==> config.mk <==
export PLATFORM = sky130hd
export DESIGN_NAME = equal_segmentation_adder_pipe
export DESIGN_NICKNAME = d
export VERILOG_FILES = /design/src/rtl/esa_pkg.sv /design/src/rtl/esa_segment_stage.sv /design/src/rtl/equal_segmentation_adder_pipe.sv
export SDC_FILE = /design/constraint.sdc
export NUM_CORES = 1
export LEC_CHECK = 0
export ABC_AREA = 0
export BUFFER_PORTS_ARGS = -buffer_cell sky130_fd_sc_hd__buf_2
export CAP_MARGIN = 15
export CORE_UTILIZATION = 45
export CTS_BUF_LIST = sky130_fd_sc_hd__clkbuf_2 sky130_fd_sc_hd__clkbuf_4 sky130_fd_sc_hd__clkbuf_8
export DETAILED_ROUTE_END_ITERATION = 6
export PLACE_DENSITY = 0.68
export SYNTH_ARGS = -nofsm -noshare
export SYNTH_HDL_FRONTEND = slang
export SYNTH_HIERARCHICAL = 1
export SYNTH_SLANG_ARGS = --single-unit
==> constraint.sdc <==
create_clock -name clk_i -period 2.9 [get_ports clk_i]
set_input_delay 0.725 -clock clk_i [delete_from_list [all_inputs] [get_ports clk_i]]
set_output_delay 0.725 -clock clk_i [all_outputs]
set_load 0.02 [all_outputs]
==> src/rtl/esa_pkg.sv <==
// Shared types and constants for the key-locked equal segmentation adder pipeline.
// The payload is sized from the package widths, so the top-level parameters must match them.
package esa_pkg;

    localparam int unsigned ESA_WIDTH = 32;
    localparam int unsigned ESA_SEG_W = 8;
    localparam int unsigned ESA_KEY_W = 64;
    localparam logic [ESA_KEY_W-1:0] ESA_CORRECT_KEY = 64'h0CA62A6BA0D1A712;

    localparam int unsigned NSEG        = ESA_WIDTH / ESA_SEG_W;
    localparam int unsigned MASK_CHUNKS = (ESA_KEY_W + ESA_WIDTH) / (ESA_WIDTH + 1);

    typedef struct packed {
        logic                 valid;
        logic                 mode;
        logic                 carry;
        logic [ESA_WIDTH-1:0] sum_lo;
        logic [ESA_WIDTH-1:0] a_hi;
        logic [ESA_WIDTH-1:0] b_hi;
    } esa_payload_t;

    // XOR-fold the key difference into a result-wide mask; zero when the key matches.
    function automatic logic [ESA_WIDTH:0] fold_key_mask(input logic [ESA_KEY_W-1:0] d);
        logic [MASK_CHUNKS*(ESA_WIDTH+1)-1:0] ext;
        logic [ESA_WIDTH:0]                   m;
        ext                = '0;
        ext[ESA_KEY_W-1:0] = d;
        m                  = '0;
        for (int unsigned c = 0; c < MASK_CHUNKS; c++) begin
            m ^= ext[c*(ESA_WIDTH+1) +: ESA_WIDTH+1];
        end
        return m;
    endfunction

endpackage

==> src/rtl/esa_segment_stage.sv <==
// One pipeline stage: adds the lowest pending operand segment and writes it into sum slot IDX.
// Exact mode chains the previous stage's carry; approximate mode forces carry-in to zero.
module esa_segment_stage
    import esa_pkg::*;
#(
    parameter int unsigned SEG_W = ESA_SEG_W,
    parameter int unsigned IDX   = 0
) (
    input  logic         i_clk,
    input  logic         i_rst,
    input  logic         i_en,
    input  esa_payload_t i_p,
    output esa_payload_t o_p
);

    logic [SEG_W:0] w_seg_sum;
    logic           w_cin;
    esa_payload_t   w_next;
    esa_payload_t   r_p;

    always_comb begin
        w_cin     = i_p.mode & i_p.carry;
        w_seg_sum = {1'b0, i_p.a_hi[SEG_W-1:0]} + {1'b0, i_p.b_hi[SEG_W-1:0]}
                  + {{SEG_W{1'b0}}, w_cin};
        w_next                             = i_p;
        w_next.carry                       = w_seg_sum[SEG_W];
        w_next.sum_lo[IDX*SEG_W +: SEG_W]  = w_seg_sum[SEG_W-1:0];
        w_next.a_hi                        = i_p.a_hi >> SEG_W;
        w_next.b_hi                        = i_p.b_hi >> SEG_W;
    end

    always_ff @(posedge i_clk) begin
        if (i_rst) begin
            r_p <= '0;
        end else if (i_en) begin
            r_p <= w_next;
        end
    end

    assign o_p = r_p;

endmodule

==> src/rtl/equal_segmentation_adder_pipe.sv <==
// Pipelined key-locked equal segmentation adder: one segment per stage, global stall,
// key-derived XOR mask applied as the sum enters the output register.
module equal_segmentation_adder_pipe
    import esa_pkg::*;
#(
    parameter int unsigned       WIDTH       = ESA_WIDTH,
    parameter int unsigned       SEG_W       = ESA_SEG_W,
    parameter int unsigned       KEY_W       = ESA_KEY_W,
    parameter logic [KEY_W-1:0]  CORRECT_KEY = ESA_CORRECT_KEY
) (
    input  logic             clk_i,
    input  logic             rst_i,
    input  logic [WIDTH-1:0] add1_i,
    input  logic [WIDTH-1:0] add2_i,
    input  logic             mode_i,
    input  logic             in_valid_i,
    output logic             in_ready_o,
    input  logic [KEY_W-1:0] keyinput,
    input  logic             key_load_i,
    output logic             busy_o,
    output logic [WIDTH:0]   result_o,
    output logic             out_valid_o,
    input  logic             out_ready_i
);

    esa_payload_t     w_pipe [NSEG+1];
    logic             w_adv;
    logic             w_busy;
    logic [WIDTH:0]   w_mask;
    logic [WIDTH:0]   w_raw_sum;
    logic [KEY_W-1:0] r_key;
    logic             r_out_valid;
    logic [WIDTH:0]   r_result;

    assign w_adv      = !r_out_valid || out_ready_i;
    assign in_ready_o = w_adv;

    // Stage 0 loads on w_adv, so its valid bit is exactly the input handshake.
    assign w_pipe[0] = '{valid: in_valid_i, mode: mode_i, carry: 1'b0,
                         sum_lo: '0, a_hi: add1_i, b_hi: add2_i};

    for (genvar g = 0; g < NSEG; g++) begin : g_stage
        esa_segment_stage #(
            .SEG_W(SEG_W),
            .IDX  (g)
        ) u_stage (
            .i_clk(clk_i),
            .i_rst(rst_i),
            .i_en (w_adv),
            .i_p  (w_pipe[g]),
            .o_p  (w_pipe[g+1])
        );
    end

    always_comb begin
        w_busy = 1'b0;
        for (int unsigned i = 1; i <= NSEG; i++) begin
            w_busy |= w_pipe[i].valid;
        end
    end

    assign w_mask    = fold_key_mask(r_key ^ CORRECT_KEY);
    assign w_raw_sum = {w_pipe[NSEG].carry, w_pipe[NSEG].sum_lo};

    // Loads only with an empty pipeline and no offered operand, so in-flight sums never see a key change.
    always_ff @(posedge clk_i) begin
        if (rst_i) begin
            r_key <= '0;
        end else if (key_load_i && !w_busy && !in_valid_i) begin
            r_key <= keyinput;
        end
    end

    always_ff @(posedge clk_i) begin
        if (rst_i) begin
            r_out_valid <= 1'b0;
            r_result    <= '0;
        end else if (w_adv) begin
            r_out_valid <= w_pipe[NSEG].valid;
            r_result    <= w_raw_sum ^ w_mask;
        end
    end

    assign busy_o      = w_busy;
    assign result_o    = r_result;
    assign out_valid_o = r_out_valid;

endmodule

==> flow_metrics.tcl, run 1 <==
set metrics [dict create \
    tns_ps 0 \
    cts_hold_buf 0 \
    grt_start_max_net_pins 83 \
    cp_max_fo 3 \
    via_count 8861 \
    syn_inst 1274 \
    syn2layout_area_growth_pct 15.8 \
    final_hold_viol_count 0 \
    hpwl_mm 17.6 \
    skew_ps 17.0 \
    antenna_found_initial 2 \
    drc 0 \
    outcome "completed" \
    gp_congestion 0.761 \
    crit_chain "or4_4 > buf_2" \
    root_buffer "clkbuf_8" \
    grtUsageMet2_pct 25.7 \
    slew_viol_final 0 \
    end_kind "output pin" \
    powerDensity_nw_per_um2 605 \
    fin_crit_sh_pct 80.8 \
    slowest_stage "or4_4" \
    fmax_ghz 0.427 \
    synth.avg_cell_area_sq_um 10.0 \
    multi_input_area_sq_um 6420 \
    nets 1584 \
    ys_warn_count 6 \
    htree_levels 2 \
    seq_area_sq_um 5710 \
    std_cell_rows 61 \
    fillerInstances 2536 \
    grt_use_met1_pct 25.6 \
    clockBufferDepth 3 \
    cts_tree "yes" \
    min_path_type "primary input to flip-flop" \
    post_cts_buffers 0 \
    crit_required_ps 2170 \
    min_period_ps 2340 \
    rsz0062_at_grt "false" \
    gr-usage-met3_pct 3.72 \
    tightest_slew_ps 696 \
    wirelength_mm 25.6 \
    chipWidth_microns 170 \
    io-pin-count 170 \
    avgRoutedWirePerCell_microns 14.0 \
    maxCapViolCount 0 \
    chipHeight_microns 170 \
    worstPathArrival_ps 1620 \
    drt_iter0_markers 401 \
    core_sq_um 27900 \
    critical-path-top-delay-family "simple AND/OR/NAND/NOR gates" \
    cts_sinks 285 \
    path_class "flip-flop to output pin" \
    drive_gt1_share_pct 20.4 \
    die-area_sq_um 29000 \
    overflow 0 \
    drt_pre_antenna_iters 5 \
    crit_buf_inv 1 \
    grt_util_all_layers_pct 17.6 \
    numPortBuffers 169 \
    p_leak_nw 7.16 \
    vdd_drop_max_mv 0.309 \
    setup_viol 0 \
    relSlewSlack_pct 53.6 \
    grt_pass1_vias 8272 \
    vias_per_cell 4.85 \
    holdWs_ps 421 \
    slowest_delay_ps 560 \
    numCtsBuffers 49 \
    critPathLaunchType "flip-flop" \
    start_util_pct 45.8 \
    ant_nets 0 \
    top_usage_layer "met2" \
    grt_pass1_wl_mm 41.4 \
    syn_area_sq_um 12800 \
    clk_pin_slew_worst_paths_ps 60 \
    ctsResizeCount 0 \
    clock_latency_ps 550 \
    synth_nets 1444 \
]
## layout make-up
class	count	area share, %
multi-input cells	870	43.5
flip-flops and latches	285	38.6
repair buffers	185	6.94
clock buffers	76	6.61
well taps	378	3.20
inverters	23	0.635
clock inverters	10	0.525
diodes	1	0.0169
## metal layers
metal	up-vias	share of wire (%)
li1	4587	-
met1	4033	54
met2	196	40
met3	43	4.7
met4	2	1.7
met5	-	0.067
## registers in the layout (all words and copies together) (netlist names)
name                 cells
g_stage.u_stage/o_p    187
r_key                   64
result_o                33
out_valid_o              1
## cell usage in the layout, fill, tap and decap left out, drive strengths merged, types with 4 or more instances in the layout
cell / n
dfxtp: 285
mux2i: 219
nor2: 190
buf: 185
nand2b: 134
clkbuf: 76
nand2: 66
a21oi: 48
xnor2: 38
a211oi: 33
ha: 28
inv: 21
o21ai: 20
xor3: 18
clkinv: 10
nor3: 8
nand3: 8
fa: 8
o21a: 6
o21bai: 6
o211ai: 4
o32ai: 4
mux2: 4
## power by group
part           leakage (nW)  total [mW]  switching [mW]  internal, mW
logic                  4.26       0.877           0.432         0.445
registers              2.34        4.27           0.138          4.13
clock network         0.564        3.80            1.57          2.22
## worst min-delay path: cells and delay by family
kind / cells / cell delay, ps
buffers and inverters: 1 / 70
AND/OR/NAND/NOR: 1 / 70
multiplexers: 1 / 50
## path summary, 6_finish.rpt
check                        startpoint                          to  slack, ps  cells past startpoint
max          g_stage[3].u_stage/o_p[98]                      busy_o        560                      2
min reg2reg                result_o[14]                result_o[14]        450                      2
min                          add1_i[19]  g_stage[0].u_stage/o_p[43]        420                      3
max reg2reg  g_stage[1].u_stage/o_p[97]  g_stage[2].u_stage/o_p[96]        930                      8
## metrics by stage
step	power (mW)	util, %	area [sq um]	setup WS, ps	instances
after CTS	9.08	53.0	14800	514	1827
final	8.95	53.1	14800	556	1828
after global routing	9.37	53.0	14800	483	1827
after floorplan	4.96	-	12800	354	1274
after detailed placement	5.24	49.3	13700	396	1741
after global placement	5.21	49.3	13700	495	1741
(Power assumes the default switching activity.)
==> run 2, diff against run 1 <==
--- a/config.mk
+++ b/config.mk
@@ -5,13 +5,13 @@
 export SDC_FILE = /design/constraint.sdc
 export NUM_CORES = 1
 export LEC_CHECK = 0
-export ABC_AREA = 0
+export ABC_AREA = 1
 export BUFFER_PORTS_ARGS = -buffer_cell sky130_fd_sc_hd__buf_2
 export CAP_MARGIN = 15
 export CORE_UTILIZATION = 45
 export CTS_BUF_LIST = sky130_fd_sc_hd__clkbuf_2 sky130_fd_sc_hd__clkbuf_4 sky130_fd_sc_hd__clkbuf_8
 export DETAILED_ROUTE_END_ITERATION = 6
-export PLACE_DENSITY = 0.68
+export PLACE_DENSITY = 0.71
 export SYNTH_ARGS = -nofsm -noshare
 export SYNTH_HDL_FRONTEND = slang
 export SYNTH_HIERARCHICAL = 1
==> constraint.sdc (replaced) <==
create_clock -name clk_i -period 2 [get_ports clk_i]
set_input_delay 0.5 -clock clk_i [delete_from_list [all_inputs] [get_ports clk_i]]
set_output_delay 0.5 -clock clk_i [all_outputs]
set_load 0.02 [all_outputs]
==> flow_metrics.tcl, run 2 <==
set metrics [dict create \
    outcome "complete, but fails checks" \
    violations "design-rule violations" \
    clock_latency_ps 570 \
    antenna_found_initial 0 \
    core_sq_um 28700 \
    p_leak_nw 7.68 \
    root_buffer "clkbuf_8" \
    avgRoutedWirePerCell_microns 12.1 \
    clockBufferDepth 3 \
    ys_warn_count 6 \
    fmax_ghz 0.522 \
    tns_ps 0 \
    end_kind "output pin" \
    hpwl_mm 20.2 \
    io-pin-count 170 \
    vdd_drop_max_mv 0.495 \
    critPathLaunchType "flip-flop" \
    start_util_pct 45.6 \
    r2r_cells 10 \
    tightest_slew_ps 694 \
    syn2layout_area_growth_pct 14.2 \
    grt_pass1_vias 10937 \
    cts_tree "yes" \
    syn_inst 1918 \
    min_period_ps 1910 \
    grt_start_max_net_pins 87 \
    clk_pin_slew_worst_paths_ps 60 \
    diodes 0 \
    rsz0062_at_grt "false" \
    min_path_cells 3 \
    ant_nets 0 \
    std_cell_rows 62 \
    chipWidth_microns 173 \
    hold_end "g_stage[0].u_stage/o_p[19]" \
    die-area_sq_um 29800 \
    numPortBuffers 169 \
    final_cell_mix "475 x nor2_1, 376 x nand2_1, 284 x dfxtp_1" \
    htree_levels 2 \
    path_class "flip-flop to output pin" \
    fillerInstances 2937 \
    via_count 11659 \
    postPlaceCellArea_sq_um 14000 \
    nets 2214 \
    cts_sinks 285 \
    synth.avg_cell_area_sq_um 6.83 \
    place_ws_ps 11.5 \
    min_from "add2_i[27]" \
    vias_per_cell 4.75 \
    r2r-start "g_stage[2].u_stage/o_p[0]" \
    drive_gt1_share_pct 14.9 \
    drt_iter0_markers 759 \
    gp_congestion 0.831 \
    setup_viol 0 \
    overflow 0 \
    grt_pass1_wl_mm 50.3 \
    numCtsBuffers 47 \
    cts_hold_buf 0 \
    synth_nets 2088 \
    maxCapViolCount 0 \
    largest_reg_flops 187 \
    relSlewSlack_pct 53.7 \
    wirelength_mm 29.6 \
    crit_required_ps 1500 \
    fin_area_sq_um 15000 \
    drc 1 \
    layout_commonest_cell "nor2_1" \
    syn_area_sq_um 13100 \
    skew_ps 24.1 \
    final_hold_viol_count 0 \
    setup_slack_ps 85.6 \
    grt_util_all_layers_pct 19.8 \
    drt_pre_antenna_iters 7 \
    slew_viol_final 0 \
    cp_max_fo 3 \
    r2r_slack_ps 240 \
    min_path_type "primary input to flip-flop" \
    worstPathArrival_ps 1410 \
    chipHeight_microns 173 \
    rr_endpoint "g_stage[3].u_stage/o_p[92]" \
    fin_crit_sh_pct 95.7 \
    powerDensity_nw_per_um2 866 \
]
run 2: stage by stage:
step / hold slack, ps / std cells / total power [mW] / util (%)
6_report: 158 / 2452 / 12.9 / 52.1
5_1_grt: 137 / 2452 / 13.7 / 52.1
4_1_cts: 120 / 2452 / 13.1 / 52.1
3_5_place_dp: 463 / 2378 / 8.15 / 48.9
3_3_place_gp: 462 / 2378 / 8.09 / 48.9
2_1_floorplan: 434 / 1918 / 7.63 / -
run 2: timing repair:
action,4_1_cts,5_1_grt
hold endpoints to repair,0,0
endpoints found under the setup margin,1,1
gates resized for setup,1,1
buffers inserted,0,0
gates cloned,1,0
run 2: where the power goes:
part	internal (mW)	leakage [nW]	total, mW	switching [mW]
registers	6.09	2.35	6.35	0.258
logic	0.690	4.86	1.71	1.02
clock network	2.70	0.471	4.89	2.19
total	9.48	7.68	12.9	3.47
run 2: critical path, cell delays in order (launching register included):
cell     delay [ps]
dfxtp_1         320
nor2_1          220
nand2_1         140
buf_2           190
run 2: how the worst max path moves through the flow:
stage                                    start                         end  slack (ps)  depth (start not counted)
floorplan                          out_ready_i  g_stage[2].u_stage/o_p[81]          90                          9
global placement                     add2_i[0]  g_stage[0].u_stage/o_p[68]           6                         11
detailed placement                   add1_i[0]  g_stage[0].u_stage/o_p[70]          10                         13
CTS                 g_stage[3].u_stage/o_p[98]                      busy_o          30                          3
global route        g_stage[1].u_stage/o_p[98]                      busy_o          10                          3
finish              g_stage[1].u_stage/o_p[98]                      busy_o          90                          3
run 2: cell type report:
type	instances	area (sq um)	share of cell area, %
multi-input combinational	1298	5950	39.8
inverter	222	843	5.64
clock inverter	4	35.0	0.234
sequential	285	5710	38.2
timing repair buffer	190	1090	7.30
clock buffer	69	850	5.68
tap	384	480	3.21
run 2: routing by layer:
layer / GRT usage (%) / wire length, microns / part of all wire [%] / vias up
met1: 29.2 / 15600 / 53 / 5172
met5: 0 / 0 / 0 / -
met2: 29.5 / 11900 / 40 / 308
met4: 5.13 / 433 / 1.5 / 0
met3: 3.41 / 1680 / 5.7 / 44
li1: - / - / - / 6135
==> run 3, diff against run 2 <==
==> constraint.sdc (replaced) <==
create_clock -name clk_i -period 2 [get_ports clk_i]
set_input_delay 0.4 -clock clk_i [delete_from_list [all_inputs] [get_ports clk_i]]
set_output_delay 0.4 -clock clk_i [all_outputs]
set_load 0.02 [all_outputs]
==> flow_metrics.tcl, run 3 (same netlist as run 2, synthesis figures left out) <==
set metrics [dict create \
    outcome "complete, but fails checks" \
    cts_tree "yes" \
    met1Wirelength_mm 15.4 \
    cts_hold_buf 0 \
    tns_ps 0 \
    syn2layout_area_growth_pct 16.0 \
    powerDensity_nw_per_um2 913 \
    top_layer_used "met4" \
    numCtsBuffers 49 \
    chipWidth_microns 173 \
    setup_viol 0 \
    drive_gt1_share_pct 15.7 \
    p_leak_nw 7.79 \
    relSlewSlack_pct 52.3 \
    vias_per_cell 4.72 \
    gp_congestion 0.814 \
    grt_util_all_layers_pct 20.1 \
    overflow 0 \
    die-area_sq_um 29800 \
    final_cell_mix "476 x nor2_1, 376 x nand2_1, 285 x dfxtp_1" \
    std_cell_rows 62 \
    fin_area_sq_um 15200 \
    grt_start_max_net_pins 89 \
    fin_crit_sh_pct 94.9 \
    post_cts_buffers 0 \
    io-pin-count 170 \
    cts_sinks 285 \
    path_class "flip-flop to output pin" \
    drt_pre_antenna_iters 7 \
    r2r_slack_ps 220 \
    chipHeight_microns 173 \
    layout_commonest_cell "nor2_1" \
    numPortBuffers 169 \
    htree_levels 2 \
    rsz0062_at_grt "false" \
    hpwl_mm 20.3 \
    clock_latency_ps 570 \
    postPlaceCellArea_sq_um 14100 \
    ant_nets 0 \
    wirelength_mm 29.8 \
    ctsResizeCount 0 \
    via_count 11662 \
    vdd_drop_max_mv 0.514 \
    crit_required_ps 1600 \
    critPathLaunchType "flip-flop" \
    start_util_pct 45.6 \
    drt_iter0_markers 848 \
    clockBufferDepth 3 \
    holdWs_ps 57.5 \
    grt_pass1_vias 10668 \
    post-place-cells 2381 \
    nets 2218 \
    clk_pin_slew_worst_paths_ps 60 \
    largest_reg_flops 187 \
    wl_met3_mm 1.83 \
    drc 1 \
    min_period_ps 1900 \
    grt_pass1_wl_mm 50.6 \
    cp_max_fo 3 \
    fmax_ghz 0.527 \
    min_path_type "primary input to flip-flop" \
    route.met2.wl_mm 12.1 \
    final_hold_viol_count 0 \
    slew_viol_final 0 \
    skew_ps 12.2 \
    tightest_slew_ps 716 \
    end_kind "output pin" \
    root_buffer "clkbuf_8" \
    core_sq_um 28700 \
    avgRoutedWirePerCell_microns 12.1 \
    maxCapViolCount 0 \
    worstPathArrival_ps 1500 \
    fin_cells 2472 \
    violations "design-rule violations" \
    diodes 0 \
    antenna_found_initial 0 \
]
[run 3: cell count changes in the layout (fill, tap and decap cells not counted), sizes merged]
| cell | delta |
|---|---|
| buf | +3 |
| bufbuf | -1 |
| bufinv | +2 |
| clkbuf | +10 |
| clkinv | +7 |
| clkinvlp | +1 |
| inv | -2 |
[run 3: worst max-delay path: stages (launching register included)]
cell and delay, ps:
dfxtp_1 320, nor2_1 260, nand2_1 170, buf_2 190
[run 3: area by class of cell]
class / count / area (sq um)
fill: 2858 / 13500
multi-input combinational: 1298 / 5940
clock buffer: 79 / 1010
tap: 384 / 480
timing repair buffer: 192 / 1090
clock inverter: 12 / 115
inverter: 222 / 843
sequential: 285 / 5710
[run 3: worst paths after layout]
check,start,endpoint,cells past startpoint
worst max-delay path,g_stage[3].u_stage/o_p[98],busy_o,3
worst min-delay path,add1_i[17],g_stage[0].u_stage/o_p[41],3
worst max register to register,g_stage[0].u_stage/o_p[97],g_stage[1].u_stage/o_p[78],11
worst min register to register,g_stage[3].u_stage/o_p[98],out_valid_o,2
[run 3: per-stage QoR]
stage,setup slack (ps),utilization [%],power [mW]
6_report,103,52.9,13.9
5_1_grt,41.9,52.9,14.6
4_1_cts,82.0,52.9,14.0
3_5_place_dp,115,49.0,8.15
3_3_place_gp,81.9,49.0,8.09
2_1_floorplan,186,-,7.63
[run 3: metal layers]
layer  up-vias  track usage, %
met5         -               0
met4         0            5.51
met3        37            3.58
met2       321            29.6
met1      5155            29.8
li1       6149               -
[run 3: report_power, final]
group	switching (mW)	internal, mW	leakage, nW	total, mW
logic	1.01	0.686	4.85	1.70
clock network	2.37	3.45	0.594	5.81
registers	0.262	6.09	2.35	6.35
total	3.64	10.2	7.79	13.9
